### src/rtl/sine_monitor.sv
// Built-in self-test monitor for the DSM DAC sample path: measures period,
// peak levels and period stability of a signed 16-bit sine sample stream.
module sine_monitor #(
    parameter int PERIOD_WIDTH = 16,
    parameter int MAX_PERIOD   = 65535,
    parameter int HYST         = 512,
    parameter int LOCK_COUNT   = 4
) (
    input  logic                    clk,
    input  logic                    rst,
    input  logic                    clk_en,
    input  logic signed [15:0]      in,
    output logic [PERIOD_WIDTH-1:0] period,
    output logic signed [15:0]      peak_pos,
    output logic signed [15:0]      peak_neg,
    output logic                    meas_valid,
    output logic                    locked,
    output logic                    timeout
);

    localparam int LockWidth = $clog2(LOCK_COUNT + 1);
    localparam logic [PERIOD_WIDTH-1:0] MaxCnt   = PERIOD_WIDTH'(MAX_PERIOD);
    localparam logic signed [15:0]      NegHyst  = 16'(-HYST);
    localparam logic [LockWidth-1:0]    LockFull = LockWidth'(LOCK_COUNT);

    typedef enum logic {Search, Measure} state_t;

    state_t                  state_q;
    logic                    armed_q;
    logic                    firstMeas_q;
    logic signed [15:0]      prev_q;
    logic signed [15:0]      maxT_q;
    logic signed [15:0]      minT_q;
    logic signed [15:0]      peakPos_q;
    logic signed [15:0]      peakNeg_q;
    logic [PERIOD_WIDTH-1:0] cnt_q;
    logic [PERIOD_WIDTH-1:0] period_q;
    logic [LockWidth-1:0]    lockCnt_q;
    logic [LockWidth-1:0]    lockCnt_d;
    logic                    measValid_q;
    logic                    locked_q;
    logic                    timeout_q;
    logic                    crossing;
    logic                    armTrig;

    // A rising zero crossing only counts once the signal has swung below -HYST.
    assign crossing  = armed_q && (prev_q < 16'sd0) && (in >= 16'sd0);
    assign armTrig   = (in <= NegHyst);
    assign lockCnt_d = (lockCnt_q == LockFull) ? lockCnt_q : lockCnt_q + 1'b1;

    always_ff @(posedge clk) begin
        if (!rst) begin
            state_q     <= Search;
            armed_q     <= 1'b0;
            firstMeas_q <= 1'b0;
            prev_q      <= '0;
            maxT_q      <= '0;
            minT_q      <= '0;
            peakPos_q   <= '0;
            peakNeg_q   <= '0;
            cnt_q       <= '0;
            period_q    <= '0;
            lockCnt_q   <= '0;
            measValid_q <= 1'b0;
            locked_q    <= 1'b0;
            timeout_q   <= 1'b0;
        end else begin
            measValid_q <= 1'b0;
            if (clk_en) begin
                prev_q <= in;
                if (crossing) begin
                    armed_q <= 1'b0;
                end else if (armTrig) begin
                    armed_q <= 1'b1;
                end
                case (state_q)
                    Search: begin
                        // The cycle in progress at entry is partial, so only start counting.
                        if (crossing) begin
                            cnt_q       <= PERIOD_WIDTH'(1);
                            maxT_q      <= in;
                            minT_q      <= in;
                            firstMeas_q <= 1'b1;
                            state_q     <= Measure;
                        end
                    end
                    Measure: begin
                        if (crossing) begin
                            period_q    <= cnt_q;
                            peakPos_q   <= maxT_q;
                            peakNeg_q   <= minT_q;
                            measValid_q <= 1'b1;
                            timeout_q   <= 1'b0;
                            cnt_q       <= PERIOD_WIDTH'(1);
                            maxT_q      <= in;
                            minT_q      <= in;
                            firstMeas_q <= 1'b0;
                            if (cnt_q != period_q) begin
                                lockCnt_q <= '0;
                                locked_q  <= 1'b0;
                            end else if (!firstMeas_q) begin
                                lockCnt_q <= lockCnt_d;
                                locked_q  <= (lockCnt_d == LockFull);
                            end
                        end else if (cnt_q == MaxCnt) begin
                            timeout_q <= 1'b1;
                            locked_q  <= 1'b0;
                            lockCnt_q <= '0;
                            armed_q   <= 1'b0;
                            cnt_q     <= '0;
                            state_q   <= Search;
                        end else begin
                            cnt_q <= cnt_q + 1'b1;
                            if (in > maxT_q) maxT_q <= in;
                            if (in < minT_q) minT_q <= in;
                        end
                    end
                    default: state_q <= Search;
                endcase
            end
        end
    end

    assign period     = period_q;
    assign peak_pos   = peakPos_q;
    assign peak_neg   = peakNeg_q;
    assign meas_valid = measValid_q;
    assign locked     = locked_q;
    assign timeout    = timeout_q;

endmodule

### config.mk
export PLATFORM = sky130hd
export DESIGN_NAME = sine_monitor
export DESIGN_NICKNAME = d
export VERILOG_FILES = /design/src/rtl/sine_monitor.sv
export SDC_FILE = /design/constraint.sdc
export NUM_CORES = 1
export LEC_CHECK = 0
export CORE_MARGIN = 5
export CORE_UTILIZATION = 30
export DETAILED_ROUTE_END_ITERATION = 8
export GPL_TIMING_DRIVEN = 0
export HOLD_SLACK_MARGIN = 0.05
export RECOVER_POWER = 25
export REMOVE_ABC_BUFFERS = 1
export SETUP_SLACK_MARGIN = 0.4
export SYNTH_ARGS = -nofsm -noshare
export SYNTH_HDL_FRONTEND = slang
export SYNTH_SLANG_ARGS = --single-unit
### constraint.sdc
create_clock -name clk -period 5.9 [get_ports clk]
set_clock_uncertainty 0.15 [all_clocks]
set_input_delay 0.885 -clock clk [delete_from_list [all_inputs] [get_ports clk]]
set_output_delay 0.885 -clock clk [all_outputs]
set_load 0.01 [all_outputs]
Word level (Yosys, flattened, before mapping). Index checks and enable logic that the tools add are counted.

Input bits: 19. Register bits after elaboration: 121. Word-level logic and storage cells: 79. Output and inout bits: 51.

Add/subtract/negate cells: 2. Reductions and logical operators: 11. Bitwise gates (word level): 1. Order comparisons: 5. Multiplexer cells: 36. Eq/ne operators: 10.

Operator list (count): 16-bit 2-to-1 mux (10); 16-bit case mux with 2 select lines (3); 16-bit by 1-bit adder with 16-bit output, second input constant (1); 16-bit == test, second input constant (1); 16-bit by 1-bit >= comparator with 1-bit output, second input constant (1); 16-bit > comparator (1); 16-bit by 10-bit <= comparator with 1-bit output, second input constant (1); 16-bit by 1-bit < comparator with 1-bit output, second input constant (1); 16-bit < comparator (1); 1-bit 2-to-1 mux (16); 16-bit != test (1); 3-bit 2-to-1 mux (5); 3-bit AND reduction (4); 4-bit AND reduction (3); 3-bit == test, second input constant (2); 3-bit by 1-bit != test with 1-bit output, second input constant (2); 1-bit case mux with 2 select lines (2); 3-bit by 1-bit adder with 3-bit output, second input constant (1); 3-bit by 2-bit != test with 1-bit output, second input constant (1); 3-bit != test, second input constant (1); 1-bit logical AND (2); 2-bit by 1-bit != test with 1-bit output, second input constant (1); 2-bit != test, second input constant (1); 2-bit AND reduction (1); 2 further kinds (2).

Longest topological paths before layout.
Depth in word-level cells: 7. Mapped depth: 9. Depth with buffers taken out: 8.

Worst setup path after synthesis. No wires, ideal clock.

Kind: input -> register. Start: in in[11]. End: reg minT_q[10]. Cell stages on the path: 8. Data arrival time: 2644 ps. Setup slack: 3034 ps. Setup time: 72 ps. Required time: 5678 ps. Buffers on the path: 1. Cells stage by stage: ha_1 -> a21oi_1 -> o21ai_0 -> a2111oi_0 -> nor3b_1 -> nor3_4 -> buf_6 -> mux2i_1.

Word-level cells in the longest chain between the ends: 4. Elaborated cells between the ends (all ways): 9. Classes of those cells: order compare: 2; eq/ne: 3; mux: 2; reduce/logical: 2.

Ends and longest elaborated chain: start: declaration (line 12) `input logic signed [15:0] in,`; 16-bit by 1-bit >= comparator with 1-bit output (line 47) `assign crossing = armed_q && (prev_q < 16'sd0) && (in >= 16'sd0);`; 1-bit logical AND (line 47); 3-bit by 1-bit != test with 1-bit output (no source line), or another cell as far along; 4-bit AND reduction (no source line) or 16-bit case mux with 2 select lines (tied branches); end signal: assignment (line 82) `minT_q <= in;`; end signal: assignment (line 96) `minT_q <= in;`; end signal: assignment (line 115) `if (in < minT_q) minT_q <= in;`; end: declaration (line 33) `logic signed [15:0] minT_q;`.

Several ways; a longest one is shown, not always the timed one. A chain may end at the register's enable or synchronous reset.

Worst setup path in the final report.
Start: in in[15]. End: reg minT_q[10].

The elaborated chain is that of the path after synthesis.

==> run metrics <==
status finished, final reports clean; final-report max-slew violation count 0; Post-CTS Setup Bufs 0; r2r startpoint minT_q[11]$_SDFFE_PN0P_; Num CTS Buffers 9; Row Count 47; share of layout cells above drive strength 1 0.0639; Avg WL per Cell 14.9 um; Crit. Startpoint in[15]; slowest cell delay on critical path 0.91 ns; synthesis-to-layout area growth 22.6%; commonest non-fill, non-tap cell in the layout dfxtp_1; die height 140 um; worst-margin pin slew 1.20 ns; Peak VDD IR 137 uV; flops & latches, synth 106; most frequent cells in the layout dfxtp_1, nand2_1, a22o_1; fmax 273 MHz; clock slew at reported path FFs 0.07 ns; crit path cell chain clkdlybuf4s50_1 -> ha_1 -> nand4_1 -> inv_1 -> a2111oi_0 -> nor3b_1 -> nor3_4 -> mux2i_1; vias in the first global route 4185; Synth Area in Simple Gates 0.159; Leakage Power 2.32 nW; largest net degree at the start of global routing 56; Hold Vio Cnt, Final 0; Finish-stage setup viols 0; Die X 140 um; xor/xnor share of the synthesized area 0.0309; CTS Root Cell clkbuf_16; fin crit share 0.620; Core Box Area 16600 sq um; asr flop ratio synth 0; Post-Synth Adder-Cell Area 0.0834; P per Cell Area 217 nW/um^2; Hold Buf Count CTS 0; CP Buf/Inv Count 2; Data arrival, critical path 3.77 ns; clk sinks 106; GRT Residual Overflow 0; Mean Syn Cell Area 9.44 sq um; H-tree depth 3; largest family of logic cells by synthesized area compound AO/OA/AOI/OAI gates; Critical Path Fanout Max 16; detailed placement HPWL 8890 um; EDFF count, synth 0; CP required 6.01 ns; post-route ant nets 0; FILL cells 1675; post-CTS sizing 0; IO Pins 70; Clock Latency Late Sink 0.34 ns; overall power 1.36 mW; Finished Layout Cells 815; Synth Area in Compound Gates 0.187; synth warn 0; CTS Buffer Depth 2; Final Worst Setup Slack 2.24 ns; first-pass GRT wire length 20500 um; sequential area share after synthesis 0.416; initial DRC count 246; mux cell area share after synthesis 0.0648; gr usage total 0.126; Vias 4105; DRC viols 0; Synth Cell Area 5100 sq um; DIE AREA 19700 sq um; Mapped Cells 540; starting density of the core 0.306; Ant. Diodes 0; fin crit period 3.66 ns; Post-Place Cells 800; initial antenna violation count 0; CP Class in2reg; Cell variety after synth 60; Hold Crit Start timeout$_SDFFE_PN0P_; Worst setup EP type register; Worst path slowest cell nor3_4; drt via density 5.04; Worst setup SP type input port; GP Congestion 0.852; max-cap violation count 0; drt first pass iters 4; slew margin rel. 0.201; PortBufs 69; CP top delay family simple AND/OR/NAND/NOR gates; Worst Hold Class reg2reg; Detailed Route WL 12100 um; RSZ-0062 raised after global routing no; dpl ws 1.83 ns; CTS tree built; Final nets 644; Main synth FF type dfxtp_1
area by class of cell:
| type | instances | area [sq um] | share of cell area |
|---|---|---|---|
| sequential | 106 | 2120 | 0.340 |
| multi-input combinational | 363 | 2700 | 0.432 |
| timing repair buffer | 73 | 739 | 0.118 |
| clock inverter | 2 | 12.5 | 0.00200 |
| clock buffer | 13 | 260 | 0.0416 |
| inverter | 38 | 143 | 0.0228 |
| tap | 220 | 275 | 0.0440 |
kinds of logic after synthesis:
family                   count (synthesis)
AND/OR/NAND/NOR                        154
AO/OA/AOI/OAI                          124
multiplexers                            33
buffers and inverters                   71
adder cells (fa/ha/maj)                 34
XOR/XNOR                                18
flip-flops                             106
where the power goes:
part           total [mW]  internal [mW]  switching, mW
sequential          0.721          0.718        0.00312
clock               0.559          0.307          0.252
combinational      0.0785         0.0320         0.0465
metal layers:
| layer | wire length (um) | track usage | vias to the layer above |
|---|---|---|---|
| li1 | - | - | 2041 |
| met1 | 5520 | 0.157 | 1971 |
| met2 | 5930 | 0.215 | 79 |
| met3 | 538 | 0.0324 | 14 |
| met4 | 160 | 0.0337 | 0 |
| met5 | 0 | 0 | - |
through the flow:
step | area (sq um) | setup TNS [ns] | hold WS, ns | util
floorplan | 4940 | 0 | 0.297 | -
global placement | 5910 | -126.72 | 0.298 | 0.355
detailed placement | 5970 | 0 | 0.306 | 0.359
CTS | 6240 | 0 | 0.322 | 0.375
global route | 6250 | 0 | 0.338 | 0.376
finish | 6250 | 0 | 0.310 | 0.376
registers in the layout (all words and copies together), names as in the netlist:
name and count:
state_q 1, peak_pos 16, maxT_q 16, minT_q 16
prev_q 1, cnt_q 16, firstMeas_q 1, lockCnt_q 3
meas_valid 1, peak_neg 16, timeout 1, locked 1
period 16, armed_q 1
cell usage after synthesis (10+ instances only):
| library cell | count | area (sq um) |
|---|---|---|
| nor3_1 | 11 | 55.1 |
| nand2_1 | 72 | 270 |
| mux2i_1 | 33 | 330 |
| a22o_1 | 48 | 420 |
| o21ai_0 | 13 | 65.1 |
| inv_1 | 38 | 143 |
| dfxtp_1 | 106 | 2120 |
| a21oi_1 | 25 | 125 |
| clkbuf_1 | 18 | 67.6 |
| nor2_1 | 18 | 67.6 |
| xnor2_1 | 15 | 131 |
| nand4_1 | 10 | 62.6 |
| ha_1 | 34 | 425 |
final timing paths:
path | end | slack [ns] | cells after the start
worst max-delay path | minT_q[10]$_SDFFE_PN0P_ | 2.24 | 8
worst min-delay path | timeout$_SDFFE_PN0P_ | 0.31 | 1
worst max register to register | minT_q[10]$_SDFFE_PN0P_ | 2.91 | 8
worst min register to register | timeout$_SDFFE_PN0P_ | 0.31 | 1
Power figures use the tool's default switching activity.
